`src/rtl/oddr_pattern_gen_if.sv`:
```
// rtl/oddr_pattern_gen_if.sv - control and ODDR beat signals of the pattern generator
interface oddr_pattern_gen_if #(
  parameter int LEN_W = 16
);
  logic             enable;
  logic             start;
  logic [1:0]       mode;
  logic [LEN_W-1:0] burst_len;
  logic             d_rise;
  logic             d_fall;
  logic             oe;
  logic             busy;
  logic             done;

  modport master (
    output enable, start, mode, burst_len,
    input  d_rise, d_fall, oe, busy, done
  );

  modport slave (
    input  enable, start, mode, burst_len,
    output d_rise, d_fall, oe, busy, done
  );
endinterface

```
`src/rtl/oddr_pattern_gen.sv`:
```
// rtl/oddr_pattern_gen.sv - registered (d_rise, d_fall, oe) burst source for one ODDR pin
module oddr_pattern_gen #(
  parameter logic [6:0] PRBS_SEED  = 7'h7F,
  parameter int         LEN_W      = 16,
  parameter logic       IDLE_LEVEL = 1'b0
) (
  input  logic              clk_i,
  input  logic              rst_i,
  oddr_pattern_gen_if.slave pg
);

  localparam logic [6:0] SEED_EFF = (PRBS_SEED == 7'h00) ? 7'h01 : PRBS_SEED;

  typedef enum logic {ST_IDLE, ST_RUN} state_e;

  state_e           state_q, state_d;
  logic [1:0]       mode_q, mode_d;
  logic [LEN_W-1:0] len_q, len_d;
  logic [LEN_W-1:0] cnt_q, cnt_d;
  logic [6:0]       lfsr_q, lfsr_d;
  logic             tog_q, tog_d;
  logic             d_rise_q, d_rise_d;
  logic             d_fall_q, d_fall_d;
  logic             oe_q, oe_d;
  logic             busy_q, busy_d;
  logic             done_q, done_d;

  logic [1:0]       beat_mode;
  logic [6:0]       beat_lfsr;
  logic             beat_tog;
  logic [8:0]       prbs;
  logic [1:0]       beat;
  logic             emit;

  // Two x^7+x^6+1 steps: {first out, second out, state after both steps}
  function automatic logic [8:0] prbs_beat(input logic [6:0] s);
    logic [6:0] s1;
    logic [6:0] s2;
    s1 = {s[5:0], s[6] ^ s[5]};
    s2 = {s1[5:0], s1[6] ^ s1[5]};
    return {s[6], s1[6], s2};
  endfunction

  // In IDLE the first beat is built from the live inputs so it lands on the start edge
  always_comb begin
    beat_mode = mode_q;
    beat_lfsr = lfsr_q;
    beat_tog  = tog_q;
    if (state_q == ST_IDLE) begin
      beat_mode = pg.mode;
      beat_lfsr = SEED_EFF;
      beat_tog  = 1'b1;
    end
    prbs = prbs_beat(beat_lfsr);
    case (beat_mode)
      2'b00:   beat = 2'b10;
      2'b01:   beat = 2'b01;
      2'b10:   beat = {beat_tog, beat_tog};
      default: beat = prbs[8:7];
    endcase
  end

  always_comb begin
    state_d  = state_q;
    mode_d   = mode_q;
    len_d    = len_q;
    cnt_d    = cnt_q;
    lfsr_d   = lfsr_q;
    tog_d    = tog_q;
    d_rise_d = IDLE_LEVEL;
    d_fall_d = IDLE_LEVEL;
    oe_d     = 1'b0;
    busy_d   = 1'b0;
    done_d   = 1'b0;
    emit     = 1'b0;
    case (state_q)
      ST_IDLE: begin
        if (pg.start && pg.enable) begin
          state_d = ST_RUN;
          mode_d  = pg.mode;
          len_d   = pg.burst_len;
          cnt_d   = LEN_W'(1);
          emit    = 1'b1;
        end
      end
      default: begin
        if (!pg.enable) begin
          state_d = ST_IDLE;
        end else if ((len_q != '0) && (cnt_q == len_q)) begin
          state_d = ST_IDLE;
          done_d  = 1'b1;
        end else begin
          cnt_d = cnt_q + LEN_W'(1);
          emit  = 1'b1;
        end
      end
    endcase
    if (emit) begin
      d_rise_d = beat[1];
      d_fall_d = beat[0];
      oe_d     = 1'b1;
      busy_d   = 1'b1;
      lfsr_d   = prbs[6:0];
      tog_d    = ~beat_tog;
    end
  end

  always_ff @(posedge clk_i) begin
    if (rst_i) begin
      state_q  <= ST_IDLE;
      mode_q   <= 2'b00;
      len_q    <= '0;
      cnt_q    <= '0;
      lfsr_q   <= SEED_EFF;
      tog_q    <= 1'b1;
      d_rise_q <= IDLE_LEVEL;
      d_fall_q <= IDLE_LEVEL;
      oe_q     <= 1'b0;
      busy_q   <= 1'b0;
      done_q   <= 1'b0;
    end else begin
      state_q  <= state_d;
      mode_q   <= mode_d;
      len_q    <= len_d;
      cnt_q    <= cnt_d;
      lfsr_q   <= lfsr_d;
      tog_q    <= tog_d;
      d_rise_q <= d_rise_d;
      d_fall_q <= d_fall_d;
      oe_q     <= oe_d;
      busy_q   <= busy_d;
      done_q   <= done_d;
    end
  end

  assign pg.d_rise = d_rise_q;
  assign pg.d_fall = d_fall_q;
  assign pg.oe     = oe_q;
  assign pg.busy   = busy_q;
  assign pg.done   = done_q;

endmodule
```
`src/flat_wrapper.sv`:
```
// flat-port wrapper written by rule: the top's interface ports become plain ports
module oddr_pattern_gen_flat 
#(
  parameter logic [6:0] PRBS_SEED  = 7'h7F,
  parameter int         LEN_W      = 16,
  parameter logic       IDLE_LEVEL = 1'b0
)
  (clk_i, rst_i, pg_enable, pg_start, pg_mode, pg_burst_len, pg_d_rise, pg_d_fall, pg_oe, pg_busy, pg_done);
  oddr_pattern_gen_if #(.LEN_W(LEN_W)) pg_i ();
  input  logic clk_i;
  input  logic rst_i;
  input wire logic [$bits(pg_i.enable)-1:0] pg_enable;
  input wire logic [$bits(pg_i.start)-1:0] pg_start;
  input wire logic [$bits(pg_i.mode)-1:0] pg_mode;
  input wire logic [$bits(pg_i.burst_len)-1:0] pg_burst_len;
  output wire logic [$bits(pg_i.d_rise)-1:0] pg_d_rise;
  output wire logic [$bits(pg_i.d_fall)-1:0] pg_d_fall;
  output wire logic [$bits(pg_i.oe)-1:0] pg_oe;
  output wire logic [$bits(pg_i.busy)-1:0] pg_busy;
  output wire logic [$bits(pg_i.done)-1:0] pg_done;
  assign pg_i.enable = pg_enable;
  assign pg_i.start = pg_start;
  assign pg_i.mode = pg_mode;
  assign pg_i.burst_len = pg_burst_len;
  assign pg_d_rise = pg_i.d_rise;
  assign pg_d_fall = pg_i.d_fall;
  assign pg_oe = pg_i.oe;
  assign pg_busy = pg_i.busy;
  assign pg_done = pg_i.done;
  oddr_pattern_gen #(.PRBS_SEED(PRBS_SEED), .LEN_W(LEN_W), .IDLE_LEVEL(IDLE_LEVEL)) u_core (.clk_i(clk_i), .rst_i(rst_i), .pg(pg_i));
endmodule
```
`config.mk`:
```
export PLATFORM = sky130hd
export DESIGN_NAME = oddr_pattern_gen_flat
export DESIGN_NICKNAME = d
export VERILOG_FILES = /design/src/rtl/oddr_pattern_gen_if.sv /design/src/rtl/oddr_pattern_gen.sv /design/src/flat_wrapper.sv
export SDC_FILE = /design/constraint.sdc
export NUM_CORES = 1
export LEC_CHECK = 0
export BUFFER_PORTS_ARGS = -buffer_cell sky130_fd_sc_hd__buf_2
export CORE_UTILIZATION = 40
export CTS_CLUSTER_DIAMETER = 100
export DETAILED_ROUTE_END_ITERATION = 12
export PLACE_DENSITY = 0.67
export SYNTH_ARGS = -nofsm -noshare
export SYNTH_HDL_FRONTEND = slang
export SYNTH_SLANG_ARGS = --single-unit
```
`constraint.sdc`:
```
create_clock -name clk_i -period 2.3 [get_ports clk_i]
set_input_delay 0.46 -clock clk_i [delete_from_list [all_inputs] [get_ports clk_i]]
set_output_delay 0.46 -clock clk_i [all_outputs]
set_load 0.02 [all_outputs]
```
==> run summary <==
Static Leak: 0.929 nW
GRT Residual Overflow: 0
max-slew headroom at the worst pin: 69.7%
width of the die: 75.1 um
initial standard-cell utilization of the core: 41.6%
share of synthesized area occupied by flip-flops and latches: 43.0%
# placed instances: 354
critical path data required time: 2.53 ns
switching share of total power: 25.5%
standard-cell row count: 26
power density cells: 625 nW/um^2
element type at the critical path start: flip-flop
Gates resized, CTS repair: 0
RSZ-0062 raised after global routing: false
Yosys reg bits: 46
master cell of the clock root buffer: sky130_fd_sc_hd__clkbuf_8
first-pass detailed-route iteration total: 4
Comb power frac: 11.8%
number of nets in the layout: 314
post-route clock period utilization: 92.0%
outcome: finished clean
number of cells in the finished layout apart from fillers: 362
ant diodes: 0
dpl cell area: 2360 um^2
top-area cell type share of the netlist area: 43.0%
count of antenna-violating nets left after detailed routing: 0
largest net degree at the start of global routing: 29
number of DRC violations after detailed routing: 0
Post-synth EDFFs: 0
number of global-route vias before repair: 1603
setup violation total in the final timing report: 0
final critical-path required period: 2.12 ns
post-DP HPWL: 3470 um
highest cell delay on the worst timing path: 0.46 ns
CTS sink cnt: 46
worst-path fanout max: 13
clock buffer depth: 2
# IOs: 27
kind of cell with the highest combined delay on the critical path: simple AND/OR/NAND/NOR gates
CTS tree: yes
Synth Flop Type: sky130_fd_sc_hd__dfxtp_1
core region area: 5140 um^2
top cells by area in the synthesized netlist: sky130_fd_sc_hd__dfxtp_1 (43%), sky130_fd_sc_hd__nand2_1 (8.6%), sky130_fd_sc_hd__a21oi_1 (7.7%)
Post-Syn Area: 2140 um^2
via count: 1919
critical setup path kind: reg -> reg
number of distinct library cells after synthesis: 39
Syn-to-layout area delta: 14.4%
count of pins over their slew limit: 0
mean routed wirelength per cell: 13.2 um
Worst path slowest cell: sky130_fd_sc_hd__or4_1
number of H-tree levels: 2
Layout Skew: 0.00409 ns
post-synthesis area per instance: 8.17 um^2
first-pass GRT wire length: 7870 um
cell type with the highest aggregate area in the netlist: sky130_fd_sc_hd__dfxtp_1
class of the worst hold path: in -> reg
cts hold-fix bufs: 0
number of vias per cell: 5.30
ratio of cells with drive above 1 in the final layout: 16.4%
Post-synth top cells: sky130_fd_sc_hd__nand2_1 (49), sky130_fd_sc_hd__dfxtp_1 (46), sky130_fd_sc_hd__a21oi_1 (33)
final wirelength: 4770 um
worst path arrival time: 2.35 ns
y dimension of the die: 75.1 um
slew at the pin closest to its max-slew limit: 0.454 ns
number of buffers inserted by post-CTS setup repair: 0
antenna violations before repair: 0
max-capacitance violation count: 0
Max IR drop VDD: 345 uV
fill cell count: 558
fmax: 473 MHz
clock network fraction of design power: 33.0%
CP bufs+invs: 1
number of hold-slack violations in the final timing report: 0
final design area excluding fillers: 2450 um^2
NetSw: 390 uW
total nets after synthesis: 285
Inserted Clock Buffers: 5
internal portion of total power: 1.14 mW
most repeated cell in the gate-level netlist after synthesis: sky130_fd_sc_hd__nand2_1
full die area: 5650 um^2
number of warning messages in the yosys log: 0
Sequential Power Share: 55.2%
total negative slack for setup checks: 0 ns
insertion delay to the later sink of the worst-skew pair: 0.30 ns
final estimated routing congestion in global placement: 0.892
Iter 0 DRT Violations: 112
cells after synthesis: 262
clk slew on worst S/H paths: 0.08 ns
Synth async-reset ratio: 0%
crit end category: flip-flop
GR Util All Layers: 18.7%
Buffers on Ports: 26
sequence of cells on the critical path: nor4_1 -> nand4_1 -> or3b_4 -> o21ai_2 -> buf_4 -> or4_1 -> a21oi_1
[path summary, 6_finish.rpt]
kind                          from                to  slack [ns]  depth (start not counted)
setup reg to reg   u_core.len_q[4]   u_core.cnt_q[5]        0.18                          7
hold reg to reg   u_core.mode_q[0]  u_core.mode_q[0]        0.46                          2
setup / recovery   u_core.len_q[4]   u_core.cnt_q[5]        0.18                          7
hold / removal    pg_burst_len[14]  u_core.len_q[14]        0.39                          3
[flip-flops by register name (all words and copies together) (netlist names)]
name              flops
u_core.cnt_q         16
u_core.pg.done        1
u_core.tog_q          1
u_core.lfsr_q         7
u_core.pg.d_rise      1
u_core.mode_q         2
u_core.pg.d_fall      1
u_core.len_q         16
u_core.state_q        1
[metal layers]
layer / vias up / global-route usage (%) / part of all wire [%] / wire [um]
met5: - / 0 / 0 / 0
met1: 885 / 26.3 / 49 / 2340
li1: 994 / - / - / -
met3: 9 / 4.42 / 3.3 / 158
met4: 0 / 4.94 / 1.6 / 78
met2: 31 / 28.9 / 46 / 2190
[through the flow]
stage	power [mW]	worst slack (ns)	util (%)	hold slack [ns]
2_1_floorplan	0.986	0.454	-	0.433
3_3_place_gp	1.04	0.290	45.8	0.442
3_5_place_dp	1.04	0.266	45.8	0.448
4_1_cts	1.54	0.198	47.6	0.385
5_1_grt	1.60	0.0487	47.6	0.392
6_report	1.53	0.184	47.6	0.392
[power groups by stage]
stage | sequential, mW | clock, mW | combinational (mW)
floorplan | 0.860 | 0 | 0.126
global placement | 0.863 | 0 | 0.179
detailed placement | 0.863 | 0 | 0.180
CTS | 0.844 | 0.515 | 0.181
global route | 0.849 | 0.544 | 0.204
finish | 0.844 | 0.504 | 0.180
[cell usage in the layout (no fill, tap or decap), types with 2 or more instances in the layout]
| master | n |
|---|---|
| sky130_fd_sc_hd__a21oi_1 | 33 |
| sky130_fd_sc_hd__nand4_1 | 5 |
| sky130_fd_sc_hd__nand3_1 | 11 |
| sky130_fd_sc_hd__o31ai_1 | 6 |
| sky130_fd_sc_hd__o21ai_0 | 5 |
| sky130_fd_sc_hd__nor3_1 | 7 |
| sky130_fd_sc_hd__buf_4 | 9 |
| sky130_fd_sc_hd__xor2_1 | 9 |
| sky130_fd_sc_hd__dfxtp_1 | 46 |
| sky130_fd_sc_hd__or4_1 | 7 |
| sky130_fd_sc_hd__xnor2_1 | 11 |
| sky130_fd_sc_hd__clkbuf_8 | 6 |
| sky130_fd_sc_hd__o311ai_0 | 2 |
| sky130_fd_sc_hd__and2_1 | 2 |
| sky130_fd_sc_hd__nor4_1 | 6 |
| sky130_fd_sc_hd__nand2_1 | 49 |
| sky130_fd_sc_hd__and3_1 | 2 |
| sky130_fd_sc_hd__nor2_1 | 13 |
| sky130_fd_sc_hd__or3_1 | 4 |
| sky130_fd_sc_hd__o211ai_1 | 7 |
| sky130_fd_sc_hd__a31oi_1 | 2 |
| sky130_fd_sc_hd__inv_1 | 7 |
| sky130_fd_sc_hd__o21ai_2 | 2 |
| sky130_fd_sc_hd__buf_2 | 26 |
[cell type report]
type                       count  area [um^2]  area share (%)
timing repair buffer          35          198            8.08
inverter                       7         26.3            1.07
clock inverter                 1         5.00           0.204
sequential                    46          921            37.6
clock buffer                   7         86.3            3.53
tap                           70         87.6            3.58
multi-input combinational    196         1120            45.9
[worst reg2reg max path, cell delays in order (launching register included)]
cell and delay [ns]:
sky130_fd_sc_hd__dfxtp_1 0.34, sky130_fd_sc_hd__nor4_1 0.44, sky130_fd_sc_hd__nand4_1 0.16, sky130_fd_sc_hd__or3b_4 0.28, sky130_fd_sc_hd__o21ai_2 0.06, sky130_fd_sc_hd__buf_4 0.17
sky130_fd_sc_hd__or4_1 0.46, sky130_fd_sc_hd__a21oi_1 0.14
[cell families (layout without fill, tap and decap cells)]
logic type | count (synthesis) | after routing | synth area share (%)
flip-flops | 46 | 46 | 43.0
XOR/XNOR | 20 | 20 | 8.19
adder cells (fa/ha/maj) | 1 | 1 | 0.585
AND/OR/NAND/NOR | 112 | 112 | 25.6
AO/OA/AOI/OAI | 62 | 62 | 17.7
multiplexers | 1 | 1 | 0.526
buffers and inverters | 20 | 50 | 4.44
Power figures use the tool's default switching activity.
